--- config.mk ---
export PLATFORM = sky130hd
export DESIGN_NAME = sm_fetch_buffer
export DESIGN_NICKNAME = d
export VERILOG_FILES = /design/src/rtl/sm_fetch_buffer_pkg.sv /design/src/rtl/sm_fifo_sync.sv /design/src/rtl/sm_fetch_buffer.sv
export SDC_FILE = /design/constraint.sdc
export NUM_CORES = 1
export LEC_CHECK = 0
export ABC_AREA = 1
export CAP_MARGIN = 20
export CORE_MARGIN = 4
export CORE_UTILIZATION = 30
export DETAILED_ROUTE_END_ITERATION = 12
export PLACE_DENSITY = 0.58
export SYNTH_ARGS = -nofsm -noshare
export SYNTH_HDL_FRONTEND = slang
export SYNTH_SLANG_ARGS = --single-unit
export TNS_END_PERCENT = 1
--- constraint.sdc ---
create_clock -name clk -period 25 [get_ports clk]
set_input_delay 2.5 -clock clk [delete_from_list [all_inputs] [get_ports clk]]
set_output_delay 2.5 -clock clk [all_outputs]
set_load 0.01 [all_outputs]
--- src/rtl/sm_fetch_buffer_pkg.sv ---
// Shared types and constants for the instruction-fetch buffer.
//   fetch_state_t : fetch FSM encoding (FETCH / HALT)
//   fetch_entry_t : one queued fetch result, {pc, instr}
//   PC_STEP       : byte increment between sequential fetches
//   word_addr()   : byte PC -> ROM word address
package sm_fetch_buffer_pkg;

  typedef enum logic {
    ST_FETCH = 1'b0,
    ST_HALT  = 1'b1
  } fetch_state_t;

  typedef struct packed {
    logic [31:0] pc;
    logic [31:0] instr;
  } fetch_entry_t;

  localparam logic [31:0] PC_STEP = 32'd4;

  function automatic logic [31:0] word_addr(input logic [31:0] byte_pc);
    return {2'b00, byte_pc[31:2]};
  endfunction

endpackage

--- src/rtl/sm_fifo_sync.sv ---
// Generic single-clock FIFO with combinational head output.
//   clk, rst : clock, asynchronous active-high reset
//   clear    : synchronous flush (empties the FIFO, ignores push)
//   push     : write wdata (accepted when not full, or full with pop)
//   pop      : drop the head entry (ignored when empty)
//   wdata    : entry to write
//   rdata    : current head entry (stale contents when empty)
//   empty    : no entries held
//   count    : entries held, 0..DEPTH
module sm_fifo_sync #(
  parameter int WIDTH = 64,
  parameter int DEPTH = 4
) (
  input  logic                       clk,
  input  logic                       rst,
  input  logic                       clear,
  input  logic                       push,
  input  logic                       pop,
  input  logic [WIDTH-1:0]           wdata,
  output logic [WIDTH-1:0]           rdata,
  output logic                       empty,
  output logic [$clog2(DEPTH):0]     count
);

  localparam int PW = $clog2(DEPTH);
  localparam int CW = PW + 1;

  logic [PW-1:0]                 rd_ptr_reg, wr_ptr_reg;
  logic [CW-1:0]                 count_reg, count_next;
  logic [DEPTH-1:0][WIDTH-1:0]   mem;
  logic                          do_push, do_pop;

  assign do_pop  = pop && (count_reg != '0);
  // A full FIFO can still accept a write when the head leaves in the same cycle:
  // the write lands in the slot the head is vacating.
  assign do_push = push && ((count_reg != CW'(DEPTH)) || do_pop);

  always_comb begin
    count_next = count_reg;
    if (do_push && !do_pop)
      count_next = count_reg + CW'(1);
    else if (do_pop && !do_push)
      count_next = count_reg - CW'(1);
  end

  always_ff @(posedge clk or posedge rst) begin
    if (rst) begin
      rd_ptr_reg <= '0;
      wr_ptr_reg <= '0;
      count_reg  <= '0;
    end else if (clear) begin
      rd_ptr_reg <= '0;
      wr_ptr_reg <= '0;
      count_reg  <= '0;
    end else begin
      if (do_pop)
        rd_ptr_reg <= rd_ptr_reg + PW'(1);
      if (do_push)
        wr_ptr_reg <= wr_ptr_reg + PW'(1);
      count_reg <= count_next;
    end
  end

  genvar gi;
  generate
    for (gi = 0; gi < DEPTH; gi++) begin : g_entry
      logic [WIDTH-1:0] entry_reg;
      always_ff @(posedge clk or posedge rst) begin
        if (rst)
          entry_reg <= '0;
        else if (do_push && !clear && (wr_ptr_reg == PW'(gi)))
          entry_reg <= wdata;
      end
      assign mem[gi] = entry_reg;
    end
  endgenerate

  assign rdata = mem[rd_ptr_reg];
  assign empty = (count_reg == '0);
  assign count = count_reg;

endmodule

--- src/rtl/sm_fetch_buffer.sv ---
// Instruction-fetch stage: owns the fetch PC, reads one ROM word per cycle and
// queues {pc, instr} pairs for decode behind a valid/ready handshake.
//   clk, rst        : clock, asynchronous active-high reset
//   fetch_en        : fetch allowed this cycle
//   rom_a / rom_rd  : combinational ROM word address / data
//   redirect_valid  : flush queue and restart at redirect_pc (bits [1:0] ignored)
//   instr_valid/ready, instr_data, instr_pc : decode-side stream (zeros when empty)
//   fetch_halted    : fetch stopped after reaching an out-of-range PC
module sm_fetch_buffer
  import sm_fetch_buffer_pkg::*;
#(
  parameter int          DEPTH    = 4,
  parameter int          ROM_SIZE = 128,
  parameter logic [31:0] RESET_PC = 32'h0
) (
  input  logic        clk,
  input  logic        rst,
  input  logic        fetch_en,
  output logic [31:0] rom_a,
  input  logic [31:0] rom_rd,
  input  logic        redirect_valid,
  input  logic [31:0] redirect_pc,
  output logic        instr_valid,
  input  logic        instr_ready,
  output logic [31:0] instr_data,
  output logic [31:0] instr_pc,
  output logic        fetch_halted
);

  localparam int CW = $clog2(DEPTH) + 1;

  fetch_state_t  state_reg;
  logic [31:0]   fetch_pc_reg;
  logic [CW-1:0] fifo_count;
  logic          fifo_empty;
  fetch_entry_t  head, wr_entry;
  logic          in_range, fetch_try, push, pop;

  assign in_range  = fetch_pc_reg[31:2] < 30'(ROM_SIZE);
  // Redirect outranks fetching: nothing is pushed in a redirect cycle.
  assign fetch_try = (state_reg == ST_FETCH) && fetch_en && !redirect_valid;
  assign pop       = !fifo_empty && instr_ready;
  assign push      = fetch_try && in_range && ((fifo_count < CW'(DEPTH)) || pop);
  assign wr_entry  = '{pc: fetch_pc_reg, instr: rom_rd};

  always_ff @(posedge clk or posedge rst) begin
    if (rst) begin
      state_reg    <= ST_FETCH;
      fetch_pc_reg <= RESET_PC & ~32'h3;
    end else if (redirect_valid) begin
      state_reg    <= ST_FETCH;
      fetch_pc_reg <= redirect_pc & ~32'h3;
    end else if (push) begin
      fetch_pc_reg <= fetch_pc_reg + PC_STEP;
    end else if (fetch_try && !in_range) begin
      // Sticky until redirect/reset; entries already queued keep draining.
      state_reg <= ST_HALT;
    end
  end

  sm_fifo_sync #(
    .WIDTH ($bits(fetch_entry_t)),
    .DEPTH (DEPTH)
  ) u_fifo (
    .clk   (clk),
    .rst   (rst),
    .clear (redirect_valid),
    .push  (push),
    .pop   (pop),
    .wdata (wr_entry),
    .rdata (head),
    .empty (fifo_empty),
    .count (fifo_count)
  );

  assign rom_a        = word_addr(fetch_pc_reg);
  assign instr_valid  = !fifo_empty;
  assign instr_data   = fifo_empty ? 32'h0 : head.instr;
  assign instr_pc     = fifo_empty ? 32'h0 : head.pc;
  assign fetch_halted = (state_reg == ST_HALT);

endmodule
# After elaboration in Yosys (flattened, before gate mapping)
# Index checks and enable logic that the tools add are counted.
[totals]
register_bits = 296
input_bits = 69
[classes]
reduce_logical = 31
addsub = 5
n_eq_ne = 5
order_cmp = 3
n_mux = 16
bitwise = 1
[op_table]
columns = ["operator", "count"]
rows = [
  ["$bmux 64 s2", 1],
  ["$mux 32", 4],
  ["$mux 64", 1],
  ["$add 32x3->32 const B", 1],
  ["$lt 30x8->1 const B", 1],
  ["$logic_and 1x1->1", 15],
  ["$mux 3", 3],
  ["$mux 2", 4],
  ["$reduce_bool 2->1", 4],
  ["$reduce_bool 3->1", 2],
  ["$logic_not 1->1", 5],
  ["$add 2x1->2 const B", 2],
  ["$eq 2x2->1 const B", 2],
  ["$add 3x1->3 const B", 1],
  ["$logic_not 3->1", 1],
  ["$lt 2x3->1 const B", 1],
  ["$lt 3x3->1 const B", 1],
  ["$mux 1", 3],
  ["$ne 3x3->1 const B", 1],
  ["$sub 3x1->3 const B", 1],
  ["$eq 2x1->1 const B", 1],
  ["$logic_not 2->1", 1],
  ["$logic_or 1x1->1", 2],
  ["$ne 2x2->1 const B", 1],
  ["other kinds (2)", 2],
]

# Logic depth before layout (Yosys ltp)
[depth]
ltp_word = 11
mapped_depth = 13
mapped_depth_nobuf = 13

# Hierarchy
# Synthesis repeated with hierarchy kept, for this count alone.
[hier_totals]
hier_cells = 1665
area_unflattened_um2 = 14292.5
[modules_own_cells]
columns = ["mod", "area_per_inst_um2", "n_inst", "cells_each"]
rows = [
  ["sm_fifo_sync", 12175.4, 1, 1313],
  ["sm_fetch_buffer", 2117.0, 1, 352],
]

# Worst setup path after synthesis
# No wires, ideal clock.
[synth_timing]
path_kind = "reg2out"
from = "register u_fifo.rd_ptr_reg[0]"
to = "output port instr_pc[11]"
path_slack_ns = 21.064
arrival_time_ns = 1.436
stages_incl_launch_ff = 6
cell_sequence = "dfrtp_1 -> clkbuf_1 -> clkbuf_1 -> clkbuf_1 -> o21ai_0 -> a21oi_1"
[synth_between]
elab_chain_len = 3
[synth_rtl]
columns = ["element", "line", "rtl"]
rows = [
  ["from (decl)", "sm_fifo_sync.sv:28", "logic [PW-1:0] rd_ptr_reg, wr_ptr_reg;"],
  ["from (signal assigned)", "sm_fifo_sync.sv:57", "rd_ptr_reg <= rd_ptr_reg + PW'(1);"],
  ["$bmux 64 s2", "sm_fifo_sync.sv:78", "assign rdata = mem[rd_ptr_reg];"],
  ["$mux 64 (not written as such)", "sm_fifo_sync.sv:78", ""],
  ["$mux 32", "sm_fetch_buffer.sv:79", "assign instr_pc = fifo_empty ? 32'h0 : head.pc;"],
  ["to (decl)", "sm_fetch_buffer.sv:26", "output logic [31:0] instr_pc,"],
]
# No other way between the ends. The select of a mux whose other input is x is not followed.

# Worst setup path in the final report
[layout_timing]
from = "register u_fifo.rd_ptr_reg[0]"
to = "output port instr_pc[8]"
# The elaborated chain is that of the path after synthesis.

==> flow_metrics.env <==
export IMPL_status="complete, no violations"
export IMPL_rows=74
export IMPL_cts_htree_levels=2
export IMPL_start_kind="register"
export IMPL_antennaDiodeCount=0
export IMPL_synth_edff_count=0
export IMPL_synth_ff_type="dfrtp_1"
export IMPL_io_buffers=160
export IMPL_cp_end_kind="output port"
export IMPL_drt_met1_wl_mm=15.05
export IMPL_cp_data_required_time_ns=22.50
export IMPL_num_io_pins=167
export IMPL_fp_dieArea_um2=45160
export IMPL_avgViaCountPerCell=4.625
export IMPL_path_clk_slew_ns=0.06
export IMPL_min_path_type="register to register"
export IMPL_die_w_um=212.5
export IMPL_start_util_pct=30.52
export IMPL_antenna_found_initial=0
export IMPL_setup_viol=0
export IMPL_ys_top_cells_by_count="nor2_1, dfrtp_1, a21oi_1"
export IMPL_fin_nets=1659
export IMPL_grt_max_degree=102
export IMPL_gp_routability_congestion=0.7673
export IMPL_rsz0062_at_grt="false"
export IMPL_grt_pass1_vias=9745
export IMPL_syn_inst=1470
export IMPL_wl_mm=32.88
export IMPL_critPathArrivalTime_ns=3.67
export IMPL_synth_area_per_cell_um2=8.536
export IMPL_num_vias=9893
export IMPL_core_area_um2=41110
export IMPL_topRoutingLayerUsed="met4"
export IMPL_met3_length_mm=1.413
export IMPL_tritoncts="done"
export IMPL_drive_gt1_share_pct=5.974
export IMPL_finalCoreUtilization_pct=38.06
export IMPL_finalCritPeriodShare_pct=24.67
export IMPL_power_density_nw_per_um2=85.71
export IMPL_peakVddDrop_v=0.00004397
export IMPL_grt_pass1_wl_mm=53.01
export IMPL_ys_warn_count=0
export IMPL_synth_seq_area_share_pct=57.03
export IMPL_drtAntennaViolNets=0
export IMPL_tightest_slew_ns=1.070
export IMPL_finalHoldViolCount=0
export IMPL_die_h_um=212.5
export IMPL_postCtsSetupBuffers=0
export IMPL_dp_hpwl_mm=18.77
export IMPL_met2_length_mm=15.72
export IMPL_worst_skew_pair_late_latency_ns=0.52
export IMPL_cts_hold_buffers=0
export IMPL_clock_path_buffers=3
export IMPL_clockRootBuffer="clkbuf_16"
export IMPL_max_freq_ghz=0.1622
export IMPL_grt_usage_pct=14.67
export IMPL_synth_top_cell_by_area="dfrtp_1"
export IMPL_cts_buffers=34
export IMPL_clock_sinks=286
export IMPL_first_pass_iters=4
export IMPL_first_iter_violations=675
export IMPL_finalSetupTns_ns=0
export IMPL_ys_types=31
export IMPL_finClkSkew_ns=0.01375
export IMPL_grt_ovfl_total=0
export IMPL_cap_violations=0
export IMPL_synthArstFlopShare_pct=100.0
export IMPL_critPathMaxFanout=96
export IMPL_period_needed_ns=6.166
export IMPL_drc=0
export IMPL_ys_ff_latch=286
export IMPL_synth_area_leaders="dfrtp_1, a21oi_1, nor2_1"
export IMPL_post_drt_wl_per_cell_um=15.37
export IMPL_path_class="register to output port"
export IMPL_syn_area_um2=12550
export IMPL_post_cts_resized=0
export IMPL_post_synth_top_count_cell="nor2_1"
export IMPL_yosysTopAreaCellShare_pct=57.03
export IMPL_slew_headroom_pct=28.47
export IMPL_area_growth_pct=24.69
export IMPL_leakagePower_uw=0.007392
export IMPL_timing_final_max_slew_violations=0
export IMPL_largest_register_ff_count=248
worst max-delay path: stages, from the launching register on:
cell and delay [ns]:
dfrtp_4 0.87, buf_4 0.91, nor2_1 0.11, nor2_1 0.11
o21ai_0 0.09, a21oi_1 0.36, clkdlybuf4s50_1 0.62
logic make-up (layout without fill, tap and decap cells):
family | Yosys count | in the layout | synth area share [%]
AND/OR/NAND/NOR | 415 | 415 | 12.84
XOR/XNOR | 3 | 3 | 0.2094
buffers and inverters | 295 | 429 | 9.772
other | 1 | 4 | 0.02988
adder cells (fa/ha/maj) | 6 | 6 | 0.6581
AO/OA/AOI/OAI | 464 | 464 | 19.45
flip-flops | 286 | 286 | 57.03
path summary, 6_finish.rpt:
| path | from | to | slack, ns | cells after the start |
|---|---|---|---|---|
| setup / recovery | u_fifo.rd_ptr_reg[0]$_DFFE_PP0P_ | instr_pc[8] | 18.83 | 6 |
| hold / removal | u_fifo.g_entry[2].entry_reg[50]$_DFFE_PP0P_ | u_fifo.g_entry[2].entry_reg[50]$_DFFE_PP0P_ | 0.49 | 2 |
| setup reg to reg | fetch_pc_reg[24]$_DFFE_PP0N_ | u_fifo.g_entry[2].entry_reg[27]$_DFFE_PP0P_ | 21.33 | 8 |
| hold reg to reg | u_fifo.g_entry[2].entry_reg[50]$_DFFE_PP0P_ | u_fifo.g_entry[2].entry_reg[50]$_DFFE_PP0P_ | 0.49 | 2 |
| max in group asynchronous | rst | u_fifo.g_entry[1].entry_reg[7]$_DFFE_PP0P_ | 20.31 | 4 |
| min in group asynchronous | rst | fetch_pc_reg[12]$_DFFE_PP0N_ | 2.51 | 2 |
power by group:
group / total (uW) / internal (uW) / switching [uW] / leakage [uW]
clock network: 514 / 319 / 195 / 0.000581
registers: 486 / 471 / 15.8 / 0.00325
logic: 340 / 146 / 194 / 0.00357
total: 1340 / 936 / 405 / 0.00739
placed cells by master (no fill, tap or decap), drive strengths merged, types with 2 or more instances in the layout:
master           n
a22o            17
a21oi          266
o21ai          173
o211ai           4
conb             4
ha               5
xor2             2
dfrtp          286
nand2           76
buf             16
nand4            3
a22oi            2
nand3           12
clkdlybuf4s50  160
inv            195
clkbuf          49
bufinv           3
clkinv           5
nor2           320
nor3             3
layout make-up:
| class | instances | area (um2) |
|---|---|---|
| clock buffer | 49 | 1039 |
| clock inverter | 10 | 131.4 |
| fill | 4232 | 25460 |
| inverter | 194 | 735.7 |
| multi-input combinational | 892 | 4192 |
| sequential | 286 | 7162 |
| tap | 532 | 665.6 |
| timing repair buffer | 176 | 1722 |
layer usage:
layer,track usage (%),up-vias
li1,-,4914
met1,19.54,4728
met2,24.47,213
met3,2.376,38
met4,4.976,0
met5,0,-
through the flow:
step	area (um2)	hold WS, ns	std cells	setup slack, ns	total power (uW)
6_report	15650	0.4869	2139	18.83	1341
3_3_place_gp	14480	0.4714	2080	18.31	840.1
2_1_floorplan	12560	0.4530	1473	14.61	653.3
3_5_place_dp	14480	0.4732	2080	18.25	842.5
4_1_cts	15650	0.4880	2139	18.76	1370
5_1_grt	15650	0.5007	2139	18.46	1413
Power figures use the tool's default switching activity.
